$ cat src/rtl/tetris_action_sched.sv
`default_nettype none
// +----------------------------------------------------------------------------------------------+
// | Module   : tetris_action_sched                                                               |
// | Purpose  : debounces the game keys, generates gravity/auto-repeat requests and issues at     |
// |            most one one-hot action pulse per video frame, aligned to the vs rising edge.     |
// | Revision : 1.0 - initial release                                                             |
// +----------------------------------------------------------------------------------------------+
module tetris_action_sched #(
    parameter logic [15:0] DB_CYC      = 16'd50000,
    parameter logic [7:0]  GRAV_FRAMES = 8'd30,
    parameter logic [7:0]  FAST_FRAMES = 8'd2,
    parameter logic [7:0]  RPT_DELAY   = 8'd12,
    parameter logic [7:0]  RPT_RATE    = 8'd4
) (
    input  logic       clk,
    input  logic       rst,
    input  logic       left,
    input  logic       right,
    input  logic       rotate,
    input  logic       fall,
    input  logic       vs,
    input  logic       run,
    input  logic       array_busy,
    output logic [3:0] action,
    output logic [3:0] led
);

    localparam int c_left  = 3;
    localparam int c_right = 2;
    localparam int c_rot   = 1;
    localparam int c_down  = 0;

    localparam logic [1:0] S_IDLE  = 2'd0;
    localparam logic [1:0] S_ISSUE = 2'd1;
    localparam logic [1:0] S_WAIT  = 2'd2;

    logic [3:0]  w_keys_d;
    logic [3:0]  r_sync1_q;
    logic [3:0]  r_sync2_q;
    logic [3:0]  r_db_q;
    logic [3:0]  w_db_d;
    logic [15:0] r_dbc_q [4];
    logic [15:0] w_dbc_d [4];
    logic [3:0]  r_led_q;
    logic [3:0]  w_led_d;
    logic [3:0]  r_pend_q;
    logic [3:0]  w_pend_d;
    logic        r_vs_q;
    logic [7:0]  r_gc_q;
    logic [7:0]  w_gc_d;
    logic [7:0]  r_rcl_q;
    logic [7:0]  w_rcl_d;
    logic [7:0]  r_rcr_q;
    logic [7:0]  w_rcr_d;
    logic [1:0]  r_state_q;
    logic [1:0]  w_state_d;

    logic        w_ftk;
    logic        w_grav_set;
    logic        w_rpt_l;
    logic        w_rpt_r;
    logic [7:0]  w_grav_lim;
    logic [3:0]  w_rise;
    logic [3:0]  w_set;
    logic [3:0]  w_req;
    logic [3:0]  w_avail;

    // Returns {request, next count}. After RPT_DELAY frames the count is parked at RPT_DELAY
    // and re-fires every RPT_RATE frames, so it never runs away while a key is held.
    function automatic logic [8:0] rpt_step(input logic held, input logic tick,
                                            input logic [7:0] cnt);
        logic [7:0] inc;
        inc = cnt + 8'd1;
        if (!held) return 9'd0;
        if (!tick) return {1'b0, cnt};
        if (inc == RPT_DELAY) return {1'b1, inc};
        if (inc == RPT_DELAY + RPT_RATE) return {1'b1, RPT_DELAY};
        return {1'b0, inc};
    endfunction

    assign w_keys_d = {left, right, rotate, fall};
    assign w_ftk    = vs & ~r_vs_q;
    assign led      = r_led_q;

    always_comb begin
        w_db_d = r_db_q;
        for (int i = 0; i < 4; i++) begin
            w_dbc_d[i] = '0;
            if (r_sync2_q[i] != r_db_q[i]) begin
                if (r_dbc_q[i] == DB_CYC - 16'd1) w_db_d[i] = r_sync2_q[i];
                else                             w_dbc_d[i] = r_dbc_q[i] + 16'd1;
            end
        end
        w_rise  = w_db_d & ~r_db_q;
        w_led_d = r_led_q ^ w_rise;
    end

    always_comb begin
        {w_rpt_l, w_rcl_d} = rpt_step(r_db_q[c_left],  w_ftk, r_rcl_q);
        {w_rpt_r, w_rcr_d} = rpt_step(r_db_q[c_right], w_ftk, r_rcr_q);

        w_grav_lim = r_db_q[c_down] ? FAST_FRAMES : GRAV_FRAMES;
        w_grav_set = 1'b0;
        w_gc_d     = r_gc_q;
        if (w_rise[c_down]) begin
            w_gc_d = '0;
        end else if (w_ftk && run) begin
            if (r_gc_q >= w_grav_lim - 8'd1) begin
                w_gc_d     = '0;
                w_grav_set = 1'b1;
            end else begin
                w_gc_d = r_gc_q + 8'd1;
            end
        end
    end

    // A request raised in the same cycle its bit is issued survives; opposing moves cancel.
    always_comb begin
        w_set = w_rise | {w_rpt_l, w_rpt_r, 1'b0, w_grav_set};
        w_req = r_pend_q | w_set;
        w_avail = w_req;
        if (w_req[c_left] && w_req[c_right]) begin
            w_avail[c_left]  = 1'b0;
            w_avail[c_right] = 1'b0;
        end
        w_pend_d = (r_pend_q & ~action) | w_set;
        if (w_pend_d[c_left] && w_pend_d[c_right]) begin
            w_pend_d[c_left]  = 1'b0;
            w_pend_d[c_right] = 1'b0;
        end
        if (!run) w_pend_d = '0;
    end

    always_ff @(posedge clk) begin
        if (rst) begin
            r_sync1_q <= '0;
            r_sync2_q <= '0;
            r_db_q    <= '0;
            r_led_q   <= '0;
            r_pend_q  <= '0;
            r_vs_q    <= 1'b0;
            r_gc_q    <= '0;
            r_rcl_q   <= '0;
            r_rcr_q   <= '0;
            for (int i = 0; i < 4; i++) r_dbc_q[i] <= '0;
        end else begin
            r_sync1_q <= w_keys_d;
            r_sync2_q <= r_sync1_q;
            r_db_q    <= w_db_d;
            r_led_q   <= w_led_d;
            r_pend_q  <= w_pend_d;
            r_vs_q    <= vs;
            r_gc_q    <= w_gc_d;
            r_rcl_q   <= w_rcl_d;
            r_rcr_q   <= w_rcr_d;
            for (int i = 0; i < 4; i++) r_dbc_q[i] <= w_dbc_d[i];
        end
    end

    always_ff @(posedge clk) begin
        if (rst) r_state_q <= S_IDLE;
        else     r_state_q <= w_state_d;
    end

    always_comb begin
        w_state_d = r_state_q;
        case (r_state_q)
            S_IDLE:  if (w_ftk && run && !array_busy && (|w_avail)) w_state_d = S_ISSUE;
            S_ISSUE: w_state_d = S_WAIT;
            S_WAIT:  if (!array_busy) w_state_d = S_IDLE;
            default: w_state_d = S_IDLE;
        endcase
    end

    always_comb begin
        action = '0;
        if (r_state_q == S_ISSUE) begin
            if      (r_pend_q[c_rot])   action[c_rot]   = 1'b1;
            else if (r_pend_q[c_left])  action[c_left]  = 1'b1;
            else if (r_pend_q[c_right]) action[c_right] = 1'b1;
            else if (r_pend_q[c_down])  action[c_down]  = 1'b1;
        end
    end

endmodule
`default_nettype wire

$ cat config.mk
export PLATFORM = sky130hd
export DESIGN_NAME = tetris_action_sched
export DESIGN_NICKNAME = d
export VERILOG_FILES = /design/src/rtl/tetris_action_sched.sv
export SDC_FILE = /design/constraint.sdc
export NUM_CORES = 1
export LEC_CHECK = 0
export BUFFER_PORTS_ARGS = -buffer_cell sky130_fd_sc_hd__clkbuf_2
export CAP_MARGIN = 0
export CORE_UTILIZATION = 61
export DETAILED_ROUTE_END_ITERATION = 16
export HOLD_SLACK_MARGIN = 0.1
export MAX_ROUTING_LAYER = met4
export PLACE_DENSITY = 0.79
export REMOVE_ABC_BUFFERS = 1
export SETUP_SLACK_MARGIN = 0.15
export SYNTH_ARGS = -nofsm -noshare
export SYNTH_HDL_FRONTEND = slang
export SYNTH_SLANG_ARGS = --single-unit
export TNS_END_PERCENT = 100
$ cat constraint.sdc
create_clock -name clk -period 2.5 [get_ports clk]
set_clock_uncertainty 0.1 [all_clocks]
set_input_delay 0.375 -clock clk [delete_from_list [all_inputs] [get_ports clk]]
set_output_delay 0.375 -clock clk [all_outputs]
set_load 0.02 [all_outputs]
Word-level counts from Yosys, hierarchy flattened
Memories as Yosys holds them, arrays and structs flattened.
Cells that the tools add are included.

operators by class
  $add $sub $neg = 8
  multipliers = 0
  div/mod/pow operators = 0
  $lt $le $gt $ge = 1
  equal/unequal tests = 16
  shift-type cells = 0
  multiplexer cells = 75
  bitwise gates (word level) = 15
  reductions and logical operators = 12

operator list
  operator               count
  $mux 16                12
  $mux 9                 16
  $add 16x1->16 const B  4
  $eq 16x16->1 const B   4
  $mux 1                 39
  $add 8x1->8 const B    3
  $eq 8x4->1 const B     2
  $eq 8x5->1 const B     2
  $or 4x4->4             3
  $and 4x4->4            2
  $ge 8x8->1             1
  $mux 2                 4
  $mux 8                 1
  $not 4->4              2
  $pmux 2 s3             1
  $sub 5x1->6 const B    1
  $logic_and 1x1->1      5
  $mux 5                 1
  $mux 4                 1
  $ne 1x1->1             4
  $ne 2x2->1 const B     2
  $or 1x1->1             4
  $reduce_or 2->1        2
  $reduce_or 4->1        1
  other kinds (9)        10

storage, ports and cells
  register bits = 47
  bits in latches = 0
  memory bits (writable) = 64
  memory bits (read-only) = 0
  input bits = 9
  output and inout bits = 8
  logic and storage cells = 139
  memories = 1

memory list
  name     depth  bits a word  read ports  clocked after Yosys merged registers in  wr ports  RTL line  text
  r_dbc_q  4      16           4           0                                        4         42        logic [15:0] r_dbc_q [4];

Depth between registers and ports, before layout
  depth after elaboration = 21
  gate-level depth with buffers = 8
  gate-level depth less buffers = 8

Least setup slack after synthesis
Ideal clock, no wire load.

  kind = register -> register
  start point = memory r_dbc_q[2][4]
  end point = register r_state_q[0]
  library setup time = 0.141 ns
  arrival time = 1.668 ns
  data required time = 2.259 ns
  slack = 0.591 ns
  stages on the path, launching flop included = 7
  buffers on the path = 0
  clock period less this slack = 1.909 ns
  cells stage by stage = dfxtp_1 -> or4b_1 -> nor4_2 -> nand4_2 -> o311a_2 -> xnor2_2 -> a41oi_2

RTL lines
  item                  RTL line  text
  start, declared       42
  end signal, assigned  162       else r_state_q <= w_state_d;
  end, declared         55        logic [1:0] r_state_q;

Worst setup path after layout
  start point = register r_state_q[1]
  end point = output port action[2]

between the ends
  word-level cells in the longest chain between the ends = 2

RTL lines
  item           RTL line  text
  $eq 2x1->1     177       if (r_state_q == S_ISSUE) begin
  $mux 4         177
  end, declared  24        output logic [3:0] action,

Every way passes these cells.

==> key figures <==
Global routing
  – Vias in the first global route: 3694
  – Largest net degree at the start of global routing: 21
  – Initial antenna violation count: 0
  – GRT Total Usage: 23.1%
  – First-pass GRT wire length: 15500 microns
  – GRT overflow: 0

Yosys
  – Flops & latches, synth: 111
  – Cell count after synthesis: 564
  – Post-synth ARST share: 0%
  – Area share of the largest cell type after synthesis: 44.6%
  – Synth area leaders: dfxtp_1 (45%), nor2_1 (7.6%), xor2_1 (6.3%)
  – Multiplexer share of the synthesized area: 1.61%
  – Syn Std Cell Area: 0.00499 sq mm
  – Synth cell types: 55
  – Synth Area in Adders: 3.01%
  – Sequential-to-total area share from yosys stat: 44.6%
  – Post-synth EDFFs: 0
  – Synth Area in Simple Gates: 29.9%
  – Synth Area in Compound Gates: 6.12%
  – Xor and xnor area share after synthesis: 12.6%
  – Dominant synthesized flop cell: dfxtp_1
  – Main combinational cell family by area after synthesis: simple AND/OR/NAND/NOR gates
  – Yosys warning count: 0
  – Mapped Avg Cell Area: 8.84 sq um
  – Synth area leader: dfxtp_1

Clock tree
  – H-tree levels: 3
  – Worst-path clk slew: 0.10 ns
  – Post-CTS sizing: 0
  – Clk Latency, worst-skew pair: 0.39 ns
  – Inserted Clock Buffers: 9
  – Clk sinks: 111
  – Clock Tree Buf Depth: 2
  – Root buffer cell: clkbuf_8
  – CTS tree: done

Drt
  – Routed wire per std cell: 12.7 microns
  – Antenna Nets Post-Route: 0
  – Vias/cell: 5.47
  – Drt pass-1 iters: 4
  – Vias: 3794
  – Final wirelength: 8800 microns
  – DRT iter0 DRCs: 147
  – DRC: 0

Die
  – Core Box Area: 0.00781 sq mm
  – Die height: 92.4 microns
  – I/O pin cnt: 17
  – Die ar.: 0.00854 sq mm
  – Initial core utilization: 63.9%
  – # rows: 32
  – Die W: 92.4 microns

STA
  – Setup TNS: 0 ns
  – Max Slew Vio Count: 0
  – Fin crit share: 86.9%
  – # setup viols final: 0
  – Achievable clock frequency: 0.460 GHz
  – Worst Tran Pin Value: 0.536 ns
  – Relative slew slack: 64.3%
  – Fin. Hold Viols: 0
  – RSZ-0062 raised after global routing: false
  – Worst Hold Slack: 0.144 ns
  – Final min period: 2.17 ns
  – Setup ws final: 0.328 ns

Place
  – DP HPWL: 6420 microns
  – Dpl ws: 0.378 ns
  – PortBufs: 16
  – Placer Congestion: 0.850

Worst setup path
  – WP data required: 2.03 ns
  – Crit end category: output pin
  – Max FO, Critical Path: 7
  – Setup CP Type: flip-flop to output pin
  – Startpoint type of the worst setup path: flip-flop
  – Worst Path Arrival: 1.70 ns

Status
  – Status: completed

Cells and area
  – Commonest cells after routing, fill and taps aside: dfxtp_1 (111), nor2_1 (101), nand2_1 (45), xor2_1 (36), xnor2_1 (34)
  – Inserted Diodes: 0
  – Area grow syn2layout: 8.06%
  – Commonest non-fill, non-tap cell in the layout: dfxtp_1
  – Nets: 607
  – Fillers: 665
  – Util after Layout: 69.0%
  – Share of layout cells above drive strength 1: 9.14%

Power and ir drop
  – Leak: 1.85 nW
  – Peak supply drop: 0.367 mV
  – Total power: 2.88 mW
  – Pwr per Cell Area: 534 mW/mm^2

Worst hold path
  – Min-delay worst type: primary input to flip-flop

Flow run
  – Max Cap Viol: 0
## stage by stage
step | area (sq um) | instances
6_report | 5390 | 693
2_1_floorplan | 4920 | 551
3_3_place_gp | 5160 | 673
3_5_place_dp | 5160 | 673
5_1_grt | 5390 | 693
4_1_cts | 5390 | 693
## cell families (layout without fill, tap and decap cells)
logic type	after synthesis	in the layout
adders and majority gates	12	12
and+or+nand+nor	289	289
buffers and inverters	25	52
AOI/OAI and AO/OA	48	48
DFF	111	111
muxes	8	8
xor gates and xnor gates	71	71
## cells in the mapped netlist (all sizes together) (5+ instances only)
| cell type | n |
|---|---|
| dfxtp | 111 |
| nor2 | 102 |
| nand2 | 45 |
| xor2 | 36 |
| xnor2 | 35 |
| nand3 | 33 |
| a21oi | 21 |
| and3 | 19 |
| nor3 | 14 |
| ha | 12 |
| inv | 12 |
| nand2b | 12 |
| nor2b | 12 |
| clkbuf | 10 |
| o21ai | 10 |
| or3 | 10 |
| nand4 | 9 |
| mux2i | 8 |
| nor4 | 5 |
## layer usage
| layer | vias to the layer above | GRT usage [%] | routed length (microns) |
|---|---|---|---|
| met5 | - | - | 0 |
| met4 | 0 | 7.94 | 165 |
| met3 | 14 | 4.93 | 248 |
| met2 | 44 | 41.4 | 4330 |
| met1 | 1775 | 25.4 | 4050 |
| li1 | 1961 | - | - |
## repair_timing
item                                   in CTS  in global routing
endpoints found under the hold margin       4                  0
hold buffers                                4                  0
setup buffers                               0                  0
## layout make-up
cell class / instances / area, sq um / share of cell area (%)
well taps: 102 / 128 / 2.37
clock inverters: 7 / 65.1 / 1.21
multi-input cells: 428 / 2650 / 49.3
clock buffers: 9 / 124 / 2.30
repair buffers: 24 / 150 / 2.79
inverters: 12 / 45.0 / 0.836
flip-flops and latches: 111 / 2220 / 41.2
## critical path, cell delays in order (launching register included)
cell and delay (ns):
dfxtp_1 0.34, nand2b_1 0.23, or3_1 0.40, nor2_1 0.16
clkbuf_2 0.19
## power by group
group	leakage, nW	switching (mW)	total, mW	internal [mW]
clock network	0.0978	0.640	1.02	0.385
logic	0.856	0.0396	0.0660	0.0264
registers	0.896	0.00694	1.78	1.78
total	1.85	0.686	2.88	2.19
## final timing paths
path                       start        endpoint  slack, ns  cells after the start
setup / recovery    r_state_q[1]       action[2]       0.33                      4
hold reg to reg     r_sync1_q[1]    r_sync2_q[1]       0.35                      1
setup reg to reg  r_dbc_q[1][11]  r_dbc_q[1][12]       0.37                      4
hold / removal                vs          r_vs_q       0.14                      2
(Power assumes the default switching activity.)
